--- src/rtl/sqrt_pkg.sv ---
// Shared types and helpers for the iterative square-root block.
package sqrt_pkg;

  typedef enum logic [1:0] {
    IDLE = 2'd0,
    CALC = 2'd1,
    DONE = 2'd2
  } state_t;

  // Bits needed to hold values 0..v-1.
  function automatic int clog2(input int v);
    int r;
    r = 0;
    for (int i = 0; i < 31; i++)
      if ((1 << i) < v) r = i + 1;
    return r;
  endfunction

endpackage

--- src/rtl/sqrt_step.sv ---
// One restoring shift-subtract step: brings in two radicand bits, yields one root bit.
module sqrt_step #(
  parameter int H = 4
) (
  input  logic [H:0]   rem_in,
  input  logic [H-1:0] root_in,
  input  logic [1:0]   pair,
  output logic [H:0]   rem_out,
  output logic         bit_out
);

  logic [H+2:0] shifted, trial, diff;

  assign shifted = {rem_in, pair};
  // Trial divisor is 4*root + 1 for the next candidate bit.
  assign trial   = {1'b0, root_in, 2'b01};
  assign diff    = shifted - trial;
  assign bit_out = shifted >= trial;
  // Partial remainder never exceeds 2*root, so H+1 bits always suffice.
  assign rem_out = (H+1)'(bit_out ? diff : shifted);

endmodule

--- src/rtl/sqrt_iter.sv ---
// Iterative integer square root, one root bit per cycle, optional round-to-nearest.
module sqrt_iter
  import sqrt_pkg::*;
#(
  parameter int WIDTH = 8,
  parameter int ROUND = 0
) (
  input  logic               clk_i,
  input  logic               rst_i,
  input  logic               start_i,
  input  logic [WIDTH-1:0]   x_i,
  output logic               busy_o,
  output logic               valid_o,
  output logic [WIDTH/2-1:0] y_o,
  output logic [WIDTH/2:0]   rem_o
);

  localparam int H  = WIDTH / 2;
  localparam int CW = clog2(H + 1);

  state_t         state;
  logic [WIDTH-1:0] xs;
  logic [H-1:0]   root, root_next, y_fin;
  logic [H:0]     rem, rem_next, inc;
  logic [CW-1:0]  cnt;
  logic           root_bit;

  sqrt_step #(.H(H)) u_step (
    .rem_in  (rem),
    .root_in (root),
    .pair    (xs[WIDTH-1 -: 2]),
    .rem_out (rem_next),
    .bit_out (root_bit)
  );

  assign root_next = H'({root, root_bit});
  assign inc       = {1'b0, root_next} + (H+1)'(1);

  // Rounding uses the floor remainder; saturate when root+1 overflows H bits.
  always_comb begin
    y_fin = root_next;
    if (ROUND != 0 && rem_next > {1'b0, root_next})
      y_fin = inc[H] ? '1 : inc[H-1:0];
  end

  always_ff @(posedge clk_i or posedge rst_i) begin
    if (rst_i) begin
      state   <= IDLE;
      busy_o  <= 1'b0;
      valid_o <= 1'b0;
      y_o     <= '0;
      rem_o   <= '0;
      cnt     <= '0;
      xs      <= '0;
      root    <= '0;
      rem     <= '0;
    end else begin
      case (state)
        IDLE, DONE: begin
          valid_o <= 1'b0;
          if (start_i) begin
            xs     <= x_i;
            root   <= '0;
            rem    <= '0;
            cnt    <= CW'(H);
            busy_o <= 1'b1;
            state  <= CALC;
          end else begin
            state  <= IDLE;
          end
        end
        CALC: begin
          xs   <= xs << 2;
          root <= root_next;
          rem  <= rem_next;
          cnt  <= cnt - 1'b1;
          if (cnt == CW'(1)) begin
            state   <= DONE;
            busy_o  <= 1'b0;
            valid_o <= 1'b1;
            y_o     <= y_fin;
            rem_o   <= rem_next;
          end
        end
        default: state <= IDLE;
      endcase
    end
  end

endmodule
--- config.mk ---
export PLATFORM = sky130hd
export DESIGN_NAME = sqrt_iter
export DESIGN_NICKNAME = d
export VERILOG_FILES = /design/src/rtl/sqrt_pkg.sv /design/src/rtl/sqrt_step.sv /design/src/rtl/sqrt_iter.sv
export SDC_FILE = /design/constraint.sdc
export NUM_CORES = 1
export LEC_CHECK = 0
export CAP_MARGIN = 25
export CORE_MARGIN = 10
export CORE_UTILIZATION = 55
export DETAILED_ROUTE_END_ITERATION = 7
export PLACE_DENSITY = 0.9
export SLEW_MARGIN = 10
export SYNTH_ARGS = -nofsm -noshare
export SYNTH_HDL_FRONTEND = slang
export SYNTH_SLANG_ARGS = --single-unit
export TNS_END_PERCENT = 30
--- constraint.sdc ---
create_clock -name clk_i -period 3.1 [get_ports clk_i]
set_input_delay 0.31 -clock clk_i [delete_from_list [all_inputs] [get_ports clk_i]]
set_output_delay 0.31 -clock clk_i [all_outputs]
set_load 0.05 [all_outputs]
## After elaboration in Yosys (flattened, before gate mapping)

Cells that the tools add are included.

| storage, ports and cells | value |
|---|---|
| bits in registers | 33 |
| word-level logic and storage cells | 41 |

| operators by class | value |
|---|---|
| add/sub/neg operators | 2 |
| magnitude comparators | 1 |
| equality and inequality tests | 5 |
| multiplexer cells | 17 |
| reduce and logical (&&, ||, !) cells | 7 |

Operators with widths:

| kind | count |
|---|---|
| $pmux W8 S2 | 1 |
| $mux W5 | 2 |
| $pmux W5 S2 | 1 |
| $mux W8 | 1 |
| $pmux W4 S2 | 1 |
| $ge A7 B6 Y1 | 1 |
| $pmux W3 S2 | 1 |
| $reduce_and A2 Y1 | 3 |
| $sub A5 B5 Y5 | 1 |
| $mux W1 | 4 |
| $mux W4 | 1 |
| $ne A2 B2 Y1 const B | 2 |
| $pmux W1 S2 | 2 |
| $pmux W2 S2 | 1 |
| $eq A3 B1 Y1 const B | 1 |
| $mux W3 | 1 |
| $reduce_and A3 Y1 | 1 |
| $sub A3 B1 Y3 const B | 1 |
| $eq A2 B1 Y1 const B | 1 |
| $eq A2 B2 Y1 const B | 1 |
| $logic_not A2 Y1 | 1 |
| $mux W2 | 1 |
| $reduce_bool A2 Y1 | 1 |
| $reduce_or A2 Y1 | 1 |

## Longest topological paths before layout

| depth | value |
|---|---|
| depth after elaboration | 4 |
| depth in mapped cells | 8 |

## Cells and area by module

Synthesis repeated with hierarchy kept, for this count alone.

| unflattened totals | value |
|---|---|
| cell total of the unflattened synthesis | 145 |
| area total of the unflattened synthesis | 1719.1 um^2 |

By module, submodules not included:

| module | times used | cells an instance | area an instance (um^2) | sequential area each (um^2) |
|---|---|---|---|---|
| sqrt_iter | 1 | 112 | 1448.9 | 825.8 |
| sqrt_step | 1 | 33 | 270.3 | 0.0 |

## Worst setup path before layout

No wires, ideal clock.

| timing | value |
|---|---|
| path type | flip-flop to flip-flop |
| from | register rem[0] |
| to | register rem_o[1] |
| setup time | 0.074 ns |
| arrival | 1.836 ns |
| required time | 3.026 ns |
| slack | 1.190 ns |
| cell stages (with the launch flop) | 8 |
| buffers on the path | 1 |
| cell sequence | dfrtp_1 ha_1 o21ai_2 and3_1 o41a_1 buf_6 mux2_4 o21ai_2 |

| on the way | value |
|---|---|
| word-level cells in the longest chain between the ends | 2 |

Ends and longest elaborated chain:

| item | RTL line | source |
|---|---|---|
| start: declaration | sqrt_iter.sv:24 | `logic [H:0] rem, rem_next, inc;` |
| start signal: assignment | sqrt_iter.sv:75 | `rem <= rem_next;` |
| $ge A7 B6 Y1 | sqrt_step.sv:18 | `assign bit_out = shifted >= trial;` |
| $mux W5 | sqrt_step.sv:20 | `assign rem_out = (H+1)'(bit_out ? diff : shifted);` |
| end signal: assignment | sqrt_iter.sv:82 | `rem_o <= rem_next;` |
| end: declaration | sqrt_iter.sv:15 | `output logic [WIDTH/2:0] rem_o` |

Every way passes these cells.
A chain may end at the register's enable or synchronous reset.

## Worst setup path after layout

| timing | value |
|---|---|
| from | register root[3] |
| to | register rem[2] |

| on the way | value |
|---|---|
| word-level cells in the longest chain between the ends | 3 |

Ends and longest elaborated chain:

| item | RTL line | source |
|---|---|---|
| start: declaration | sqrt_iter.sv:23 | `logic [H-1:0] root, root_next, y_fin;` |
| start signal: assignment | sqrt_iter.sv:74 | `root <= root_next;` |
| $ge A7 B6 Y1 | sqrt_step.sv:18 |  |
| $mux W5 | sqrt_step.sv:20 |  |
| $pmux W5 S2 | sqrt_iter.sv:58 | `case (state)` |

Every way passes these cells.

==> summary.txt <==
Worst setup path
  • Kind of critical path: reg -> reg
  • Crit. End Element: register
  • R2R Path End: rem[2]
  • Worst EP required: 3280 ps
  • Reg-to-reg critical path startpoint: root[3]
  • R2r worst-path depth: 6
  • Reg2Reg Setup Slack: approximately 1000 ps
  • Worst path arrival time: approximately 2200 ps
  • Crit Path Max Fanout: 6
  • Worst setup SP type: register

Route
  • WL/cell: 15.5 um
  • Detailed-route wire length: 3230 um
  • Final antenna-violating net count: 0
  • Via count: 1204
  • DR DRC count: 0
  • Initial drt markers: 154
  • Via-to-Cell Ratio: just under 6
  • DR pass1 iterations: 4

Outcome
  • Status: finished, final reports clean

Global route
  • Global-route wire length before repair: about 5500 um
  • Met1 GRT Util: 14.5%
  • GR Util met2: between 20% and 30%
  • Antenna violations before repair: 0
  • Largest net degree at the start of global routing: 34
  • Number of global-route vias before repair: approximately 1300
  • M3 GR Usage: between 5 and 6%
  • Gr usage total: about an eighth
  • Grt ovf: 0
  • Grt peak-use layer: met2

STA
  • Final number of hold-violating endpoints: 0
  • Fin crit share: 66.2%
  • Unrepaired setup endpoints after global routing: false
  • Final setup fails: 0
  • Worst-Margin Slew: 730 ps
  • Slew headroom: 51.3%
  • Tmin final: 2050 ps
  • Top achievable clock speed: 487 MHz
  • Final setup TNS: 0 ps
  • Max-slew violations: 0
  • Setup Skew: 11.2 ps

Synth
  • Synth top area share: 54.2%
  • Post-Syn Instances: 153
  • Syn Nets: 172
  • Synth area leaders: dfrtp_1 (54%), ha_1 (6.6%), nand2_1 (5.2%), o21ai_0 (4.9%), o22ai_1 (4.5%)
  • #FFs+latches synth: 33
  • Syn Std Cell Area: 0.00152 sq mm
  • Area leader, netlist: dfrtp_1
  • Distinct cells, synth: 27
  • Warnings, synthesis: 0
  • Seq/Total Area, Yosys: 54.2%
  • Post-synthesis average cell area: 9.96 sq um

CTS
  • # hold bufs at CTS: 0
  • Post-CTS sizing: 0
  • Clock root buffer master: clkbuf_4
  • H-tree Lvls: 2
  • Post-CTS Setup Inserts: 0
  • Clock sinks: 33
  • CTS tree: yes
  • Worst-Skew Late Latency: 340 ps
  • Clock Path Buffers: 2
  • CTS buffer count: 5
  • Reg clk slew, reported paths: about 100 ps

Cells and area
  • Final #Nets: 195
  • Commonest cells after routing, fill and taps aside: dfrtp_1 (33), nand2_1 (21), clkdlybuf4s50_1 (21)
  • Share of cells above drive strength 1: 5.65%
  • Area Overhead vs Synth: 18.1%
  • Number of diodes: 0
  • Most common cell after layout, fill and taps aside: dfrtp_1

Floorplanning
  • Core area: roughly 0.0027 sq mm
  • Die width: 72.6 um
  • Die height: 72.6 um
  • Die area: ~0.0053 sq mm
  • IO Count: 22
  • Row count: 19
  • Initial Util: 56.2%

Run
  • Max-cap violations: 0

Hold path
  • Hold/Removal Path Class: in -> async

Placed design
  • # port buffers: 21
  • HPWL Detailed: 2440 um
  • Global placer's final weighted congestion: 0.987
-- critical path, cell delays in order (launching register included) --
cell	delay (ps)
dfrtp_1	350
inv_1	50
ha_1	340
a211oi_1	360
o41a_1	410
mux2i_1	270
o21ai_0	120
-- logic make-up (layout without fill, tap and decap cells) --
group	Yosys count	count (layout)	synth area share [%]
buf+inv	16	40	4.43
compound gates	39	39	15.9
fa+ha+maj	8	8	6.57
flops	33	33	54.2
simple gates	51	51	14.9
mux	3	3	2.30
xor+xnor	3	3	1.72
-- layout make-up --
type,count,area [sq um]
inverters,10,37.5
repair buffers,22,218
fillers,228,911
multi-input cells,104,631
flip-flops and latches,33,826
well taps,31,38.8
clock buffers,8,48.8
-- synthesized netlist by cell type --
cell type and number:
nand2_1 21, or2b_1 2, nor2_1 14, ha_1 8, and3_1 2, o311ai_0 1
xor2_1 1, o21ai_2 3, nand3_1 5, a211oi_1 1, nand2b_1 2, or3_1 1
o41a_1 1, o22ai_1 11, nor3_1 1, buf_6 1, nor2b_1 3, mux2_4 1
o21a_1 1, o21ai_0 15, xnor2_1 2, inv_1 10, a21oi_1 4, a22o_1 2
dfrtp_1 33, mux2i_1 2, clkbuf_1 5
-- metrics by stage --
| step | std cells | instance area (sq um) | setup WS [ps] | hold WS (ps) | util, % |
|---|---|---|---|---|---|
| after floorplan | 153 | 1520 | 1190 | 439 | - |
| after global placement | 200 | 1750 | 1110 | 462 | 64.6 |
| after detailed placement | 200 | 1750 | 1070 | 470 | 64.6 |
| after CTS | 208 | 1800 | 1050 | 365 | 66.4 |
| after global routing | 208 | 1800 | 916 | 403 | 66.4 |
| final | 208 | 1800 | 1050 | 354 | 66.4 |
-- worst max path at each step --
stage | cells past startpoint | slack (ps) | endpoint | startpoint
finish | 6 | 1050 | rem[2] | root[3]
global route | 6 | 920 | rem[2] | root[3]
CTS | 7 | 1050 | rem[1] | root[0]
detailed placement | 7 | 1070 | rem[2] | root[0]
global placement | 6 | 1110 | rem[1] | rem[0]
floorplan | 7 | 1190 | rem_o[1] | rem[0]
-- per-layer routing --
layer	share of wire, %	up-vias
met5	0	-
met4	1.7	0
met3	7.7	9
met2	49	41
met1	42	582
li1	-	572
-- state kept, by name, summed over array words and instances (netlist names) --
| signal | cells |
|---|---|
| y_o | 4 |
| valid_o | 1 |
| busy_o | 1 |
| root | 4 |
| state | 2 |
| xs | 8 |
| rem_o | 5 |
| cnt | 3 |
| rem | 5 |
Power is not shown: default switching activity piles up to over one toggle a cycle in this logic, so the estimate is an artifact.
